## src/rtl/writeback_regfile.sv

```systemverilog
// writeback_regfile: write-back stage and architectural register file of the
// single-issue RV32I core.
//
// Commits load results (memory stage) and ALU results (execute stage) through
// a single register-file write port. When both sources present an effective
// write in the same cycle, the load commits first. The exec result is parked
// in a one-entry pending buffer and drained on the following edge, while
// wb_stall holds upstream. The register snapshot overlays the pending buffer,
// so consumers always see the newest value.
//
// Optional feature macro: WB_RETIRE_CNT_EN adds the retire_count port, which
// counts register-file writes that land at an edge (x0 writes excluded).
//
// Ports:
//   clk            core clock; all state changes on the rising edge
//   rst_n          asynchronous active-low reset
//   load_active    memory stage presents a load result
//   load_rd        load destination index
//   load_rd_value  load data (already extended)
//   exec_valid     execute stage presents an ALU result
//   exec_rd        ALU destination index
//   exec_rd_value  ALU result
//   general_reg    register snapshot, index i at [i*BIN_DIG +: BIN_DIG]
//   wb_stall       upstream must hold its outputs and not advance
//   retire_count   committed-write counter (WB_RETIRE_CNT_EN only)
module writeback_regfile #(
  parameter int BIN_DIG = 32,
  parameter int REG_NUM = 32,
  parameter int REG_AW  = 5
) (
  input  logic                       clk,
  input  logic                       rst_n,
  input  logic                       load_active,
  input  logic [REG_AW-1:0]          load_rd,
  input  logic [BIN_DIG-1:0]         load_rd_value,
  input  logic                       exec_valid,
  input  logic [REG_AW-1:0]          exec_rd,
  input  logic [BIN_DIG-1:0]         exec_rd_value,
  output logic [REG_NUM*BIN_DIG-1:0] general_reg,
  output logic                       wb_stall
`ifdef WB_RETIRE_CNT_EN
  ,
  output logic [31:0]                retire_count
`endif
);

  // IDLE: pending buffer empty. DRAIN: buffer holds the younger exec result.
  typedef enum logic {IDLE, DRAIN} state_t;

  state_t             state, state_nx;
  logic [BIN_DIG-1:0] regs [REG_NUM];
  logic [REG_AW-1:0]  pend_rd;
  logic [BIN_DIG-1:0] pend_value;

  logic               load_eff, exec_eff;
  logic               wr_en, cap_en;
  logic [REG_AW-1:0]  wr_rd;
  logic [BIN_DIG-1:0] wr_value;

  assign load_eff = load_active && (load_rd != '0);
  assign exec_eff = exec_valid  && (exec_rd != '0);

  // Single write port select. Inputs are only looked at in IDLE; in DRAIN the
  // buffer owns the port and upstream is stalled.
  always_comb begin
    state_nx = state;
    wr_en    = 1'b0;
    cap_en   = 1'b0;
    wr_rd    = '0;
    wr_value = '0;
    case (state)
      IDLE: begin
        if (load_eff) begin
          wr_en    = 1'b1;
          wr_rd    = load_rd;
          wr_value = load_rd_value;
          // The exec result is younger; deferring it keeps program order,
          // so a same-rd collision ends with the exec value.
          if (exec_eff) begin
            cap_en   = 1'b1;
            state_nx = DRAIN;
          end
        end else if (exec_eff) begin
          wr_en    = 1'b1;
          wr_rd    = exec_rd;
          wr_value = exec_rd_value;
        end
      end
      DRAIN: begin
        wr_en    = 1'b1;
        wr_rd    = pend_rd;
        wr_value = pend_value;
        state_nx = IDLE;
      end
      default: state_nx = IDLE;
    endcase
  end

  always_ff @(posedge clk or negedge rst_n) begin
    if (!rst_n) begin
      state      <= IDLE;
      pend_rd    <= '0;
      pend_value <= '0;
    end else begin
      state <= state_nx;
      if (cap_en) begin
        pend_rd    <= exec_rd;
        pend_value <= exec_rd_value;
      end
    end
  end

  // wr_rd is never zero when wr_en is set, so regs[0] stays at its reset 0.
  always_ff @(posedge clk or negedge rst_n) begin
    if (!rst_n) begin
      for (int unsigned i = 0; i < REG_NUM; i++) begin
        regs[i] <= '0;
      end
    end else if (wr_en) begin
      regs[wr_rd] <= wr_value;
    end
  end

  // Snapshot with the pending entry overlaid on its destination.
  always_comb begin
    general_reg = '0;
    for (int unsigned i = 0; i < REG_NUM; i++) begin
      if (state == DRAIN && pend_rd == REG_AW'(i)) begin
        general_reg[i*BIN_DIG +: BIN_DIG] = pend_value;
      end else begin
        general_reg[i*BIN_DIG +: BIN_DIG] = regs[i];
      end
    end
  end

  assign wb_stall = (state == DRAIN);

`ifdef WB_RETIRE_CNT_EN
  always_ff @(posedge clk or negedge rst_n) begin
    if (!rst_n) begin
      retire_count <= '0;
    end else if (wr_en) begin
      retire_count <= retire_count + 32'd1;
    end
  end
`endif

endmodule

```

## config.mk

```make
export PLATFORM = sky130hd
export DESIGN_NAME = writeback_regfile
export DESIGN_NICKNAME = d
export VERILOG_FILES = /design/src/rtl/writeback_regfile.sv
export SDC_FILE = /design/constraint.sdc
export NUM_CORES = 2
export LEC_CHECK = 0
export CORE_AREA = 2 2 425 427
export CTS_CLUSTER_SIZE = 40
export DETAILED_ROUTE_END_ITERATION = 8
export DIE_AREA = 0 0 427 429
export PLACE_DENSITY_LB_ADDON = 0.08
export SETUP_SLACK_MARGIN = 0.02
export SLEW_MARGIN = 20
export SYNTH_ARGS = -nofsm -noshare
export SYNTH_HDL_FRONTEND = slang
export SYNTH_SLANG_ARGS = --single-unit
```

## constraint.sdc

```tcl
create_clock -name clk -period 3.5 [get_ports clk]
set_clock_uncertainty 0.15 [all_clocks]
set_input_delay 0.525 -clock clk [delete_from_list [all_inputs] [get_ports clk]]
set_output_delay 0.525 -clock clk [all_outputs]
set_load 0.03 [all_outputs]
```

==> impl_summary.md <==
Clocking
The clock reaches the later pin of the worst-skew pair after 0.77 ns. TritonCTS built the clock tree. The CTS sink count is 1062. The worst-case clock buffer depth is 3. The deepest level of the CTS H-tree is 4. In this run, CTS created clock tree buffers numbering 133.

The root buffer cell chosen for the clock tree is clkbuf_16. Clock-pin slew was measured on the worst setup and hold paths at 0.06 ns.

Setup path
Data arrives at the worst endpoint at 2.96 ns. The worst setup path is captured at a primary output. The type of origin of the critical path is a register. The cell class contributing the biggest share of worst-path delay is buffers and inverters. The slowest stage cell on the critical path is dfrtp_2. The signal on the critical path passes through buf_4, nand4_1, buf_4, nor2_4, buf_6, buf_4, mux2_2, buf_4. The required time of the critical path is 2.82 ns. For this run, the slowest stage of the critical path takes 0.43 ns. The startpoint identified for the worst register-to-register timing path is wb_stall. Setup slack on the worst reg-to-reg path comes out at 0.27 ns. The cell with the most instances on the worst path is buf_4. In this run the worst setup path begins at pend_rd[3]. In this run the worst path has a maximum fanout of 7. The endpoint identified for the worst register-to-register timing path is regs[870]. The depth of the worst register-to-register path is 9. The buffering stage count on the worst path with inverters included is 5. The critical path is of the reg -> out type.

Routing
In the final routed layout, each cell accounts on average for 35.5 um. The remaining antenna violation count after routing is 0. The DRC violation count after routing is 0. The routed layout has 44.2k vias. After detailed routing, the total wire length is 299 mm. The number of optimization iterations in the first detailed-route pass is 5. The per-cell via count in the routed design is 5.24. The number of design-rule violations left by the first detailed-router iteration is 3611.

Run status
The flow ran to the end, but the final reports show violations. The final reports fail on negative setup slack.

Global route
Global routing used 29.3% of the available tracks across all layers. Entering global routing, the biggest net connects 97 pins. The number of global-route vias before repair is 42.5k. Summed over all layers, the global routing overflow is 0.

The first global-routing pass estimated 371 mm of wire. The initial antenna violation count is 26.

Final layout
In the layout the commonest cells are 1250 x mux2_2, 1054 x dfrtp_1, 991 x buf_4. The total area of sequential cells is 26600 um2. The area of the multi-input gates is 25600 um2. The layout filler cell count is 17.0k. The leading cell type in the layout, fill and taps excluded is mux2_2.

The post-route netlist has 59.7% of its cells at a drive strength greater than 1. In the final design database the tool counted 6040 nets. The layout-stage area growth over the synthesis result is 51.1%.

Logic synthesis
The synthesized netlist occupies a cell area of 51700 um2. The Yosys warning count is 0. Synthesis instantiated 38 different standard cells from the library.

The cell count after synthesis came out at 4500. The async set or reset register ratio after synthesis is 100%. The count of flip-flops with a built-in enable after synthesis is 0.

After synthesis, the mean cell area works out to 11.5 um2. The post-synth net total is 4578. The synthesized design spends more area on one cell type than any other, namely dfrtp_1. The portion of synthesized cell area occupied by the leading cell type is 51.4%. The number of synthesized register bits is 1062. The share of synthesized area occupied by flip-flops and latches is 51.4%.

After synthesis, the cell types taking the most area are dfrtp_1 51%, mux2_2 30%, o21ai_0 6.5%. The most used flip-flop cell after synthesis is dfrtp_1.

Die
From left edge to right edge, the die measures 427 um. The starting density of the core is 29.0%. The floorplan step set the die height to 429 um. The number of top-level design ports is 1103.

The full die area is 183000 um2. The initialized floorplan defines 155 standard-cell rows. The core area is 178000 um2.

STA
The highest achievable clock rate is 0.275 GHz. The final worst setup slack is -0.136 ns. The hold violation total from the final report is 0. Setup repair after global routing could not meet its margin everywhere. The worst slew margin relative to its limit is 29.6%. The worst-margin pin slew is 1.05 ns. Setup violations remaining at the end of the flow were counted as 132. After layout, the worst path uses 104% of the clock period. The max-slew violation count came to 0. The worst path in the final design needs a cycle of 3.64 ns, including I/O delays and setup.

Power and ir drop
The sum of internal, switching and leakage power is 0.0760 W. The power density over the cells is 974 nW/um2. The static leakage power is 36.5 nW. IR analysis of the VDD net gives a maximum drop of 0.000592 V.

Placed design
The post-DP HPWL is 193 mm. Timing analysis after detailed placement gives a worst setup slack of -0.242 ns. The routability congestion estimate is 0.830. The count of input and output buffers is 1102.

Job
The count of max-cap constraint violations is 0.

Worst hold path
The type of the tightest min-delay check is in -> async.
[routing by layer]
layer | global-route usage [%] | vias up | share of wire [%]
li1 | - | 18600 | -
met3 | 3.88 | 392 | 4.5
met5 | 0 | - | 0.0074
met2 | 49.4 | 1584 | 49
met1 | 37.2 | 23600 | 42
met4 | 12.9 | 4 | 5.0
[kinds of logic after synthesis]
family	share of synthesized area [%]
muxes	30.7
DFF	51.4
AOI/OAI and AO/OA	7.64
and+or+nand+nor	5.83
buffers and inverters	4.35
[per-stage QoR]
step                cells  instance area [um2]  setup TNS, ns  hold WS (ns)  utilization, %
detailed placement   7963                68300         -31.26         0.309            38.4
global placement     7963                68300         -31.08         0.301            38.4
floorplan            4500                51700          -2.09        0.0794               -
finish               8434                78000          -5.03         0.139            43.8
CTS                  8277                74000         -33.64         0.150            41.6
global route         8430                78000         -20.77         0.143            43.8
[timing repair]
item | CTS | global route
gates cloned | 18 | 50
hold buffers | 1 | 0
endpoints found under the hold margin | 23 | 0
resized for setup | 1098 | 1101
endpoints found under the setup margin | 861 | 800
buffers inserted | 63 | 98
pin swaps | 17 | 43
[where the power goes]
group	switching [W]	leakage, nW	internal, W	total, W
logic	0.0247	20.8	0.0167	0.0413
registers	0.00295	13.5	0.0177	0.0206
clock network	0.00583	2.14	0.00821	0.0140
[Yosys cell counts, types with 10 or more instances]
cell type and number:
dfrtp_1 1062, clkbuf_1 307, inv_1 36, nor2_1 29, a221oi_1 33, buf_6 15
mux2_2 1394, a21oi_1 36, mux2_1 16, buf_2 146, nand2_1 671, o21ai_0 675
nor2b_1 10, nand3_1 12
[state kept, by name, summed over array words and instances (netlist names)]
signal / flops
wb_stall: 1
regs: 1024
pend_rd: 5
pend_value: 32
[layout make-up]
class / instances / area share, %
flip-flops and latches: 1062 / 34.1
multi-input cells: 2939 / 32.8
repair buffers: 1790 / 23.5
clock buffers: 200 / 5.08
well taps: 2355 / 3.78
clock inverters: 33 / 0.484
inverters: 36 / 0.183
diodes: 19 / 0.0609
[how the worst max path moves through the flow]
stage / endpoint / slack, ns / depth (start not counted)
CTS: general_reg[413] / -0.24 / 8
global placement: regs[870] / -0.22 / 9
finish: general_reg[931] / -0.14 / 8
floorplan: general_reg[640] / -0.1 / 9
detailed placement: regs[271] / -0.24 / 9
global route: general_reg[640] / -0.19 / 8
Power figures use the tool's default switching activity.
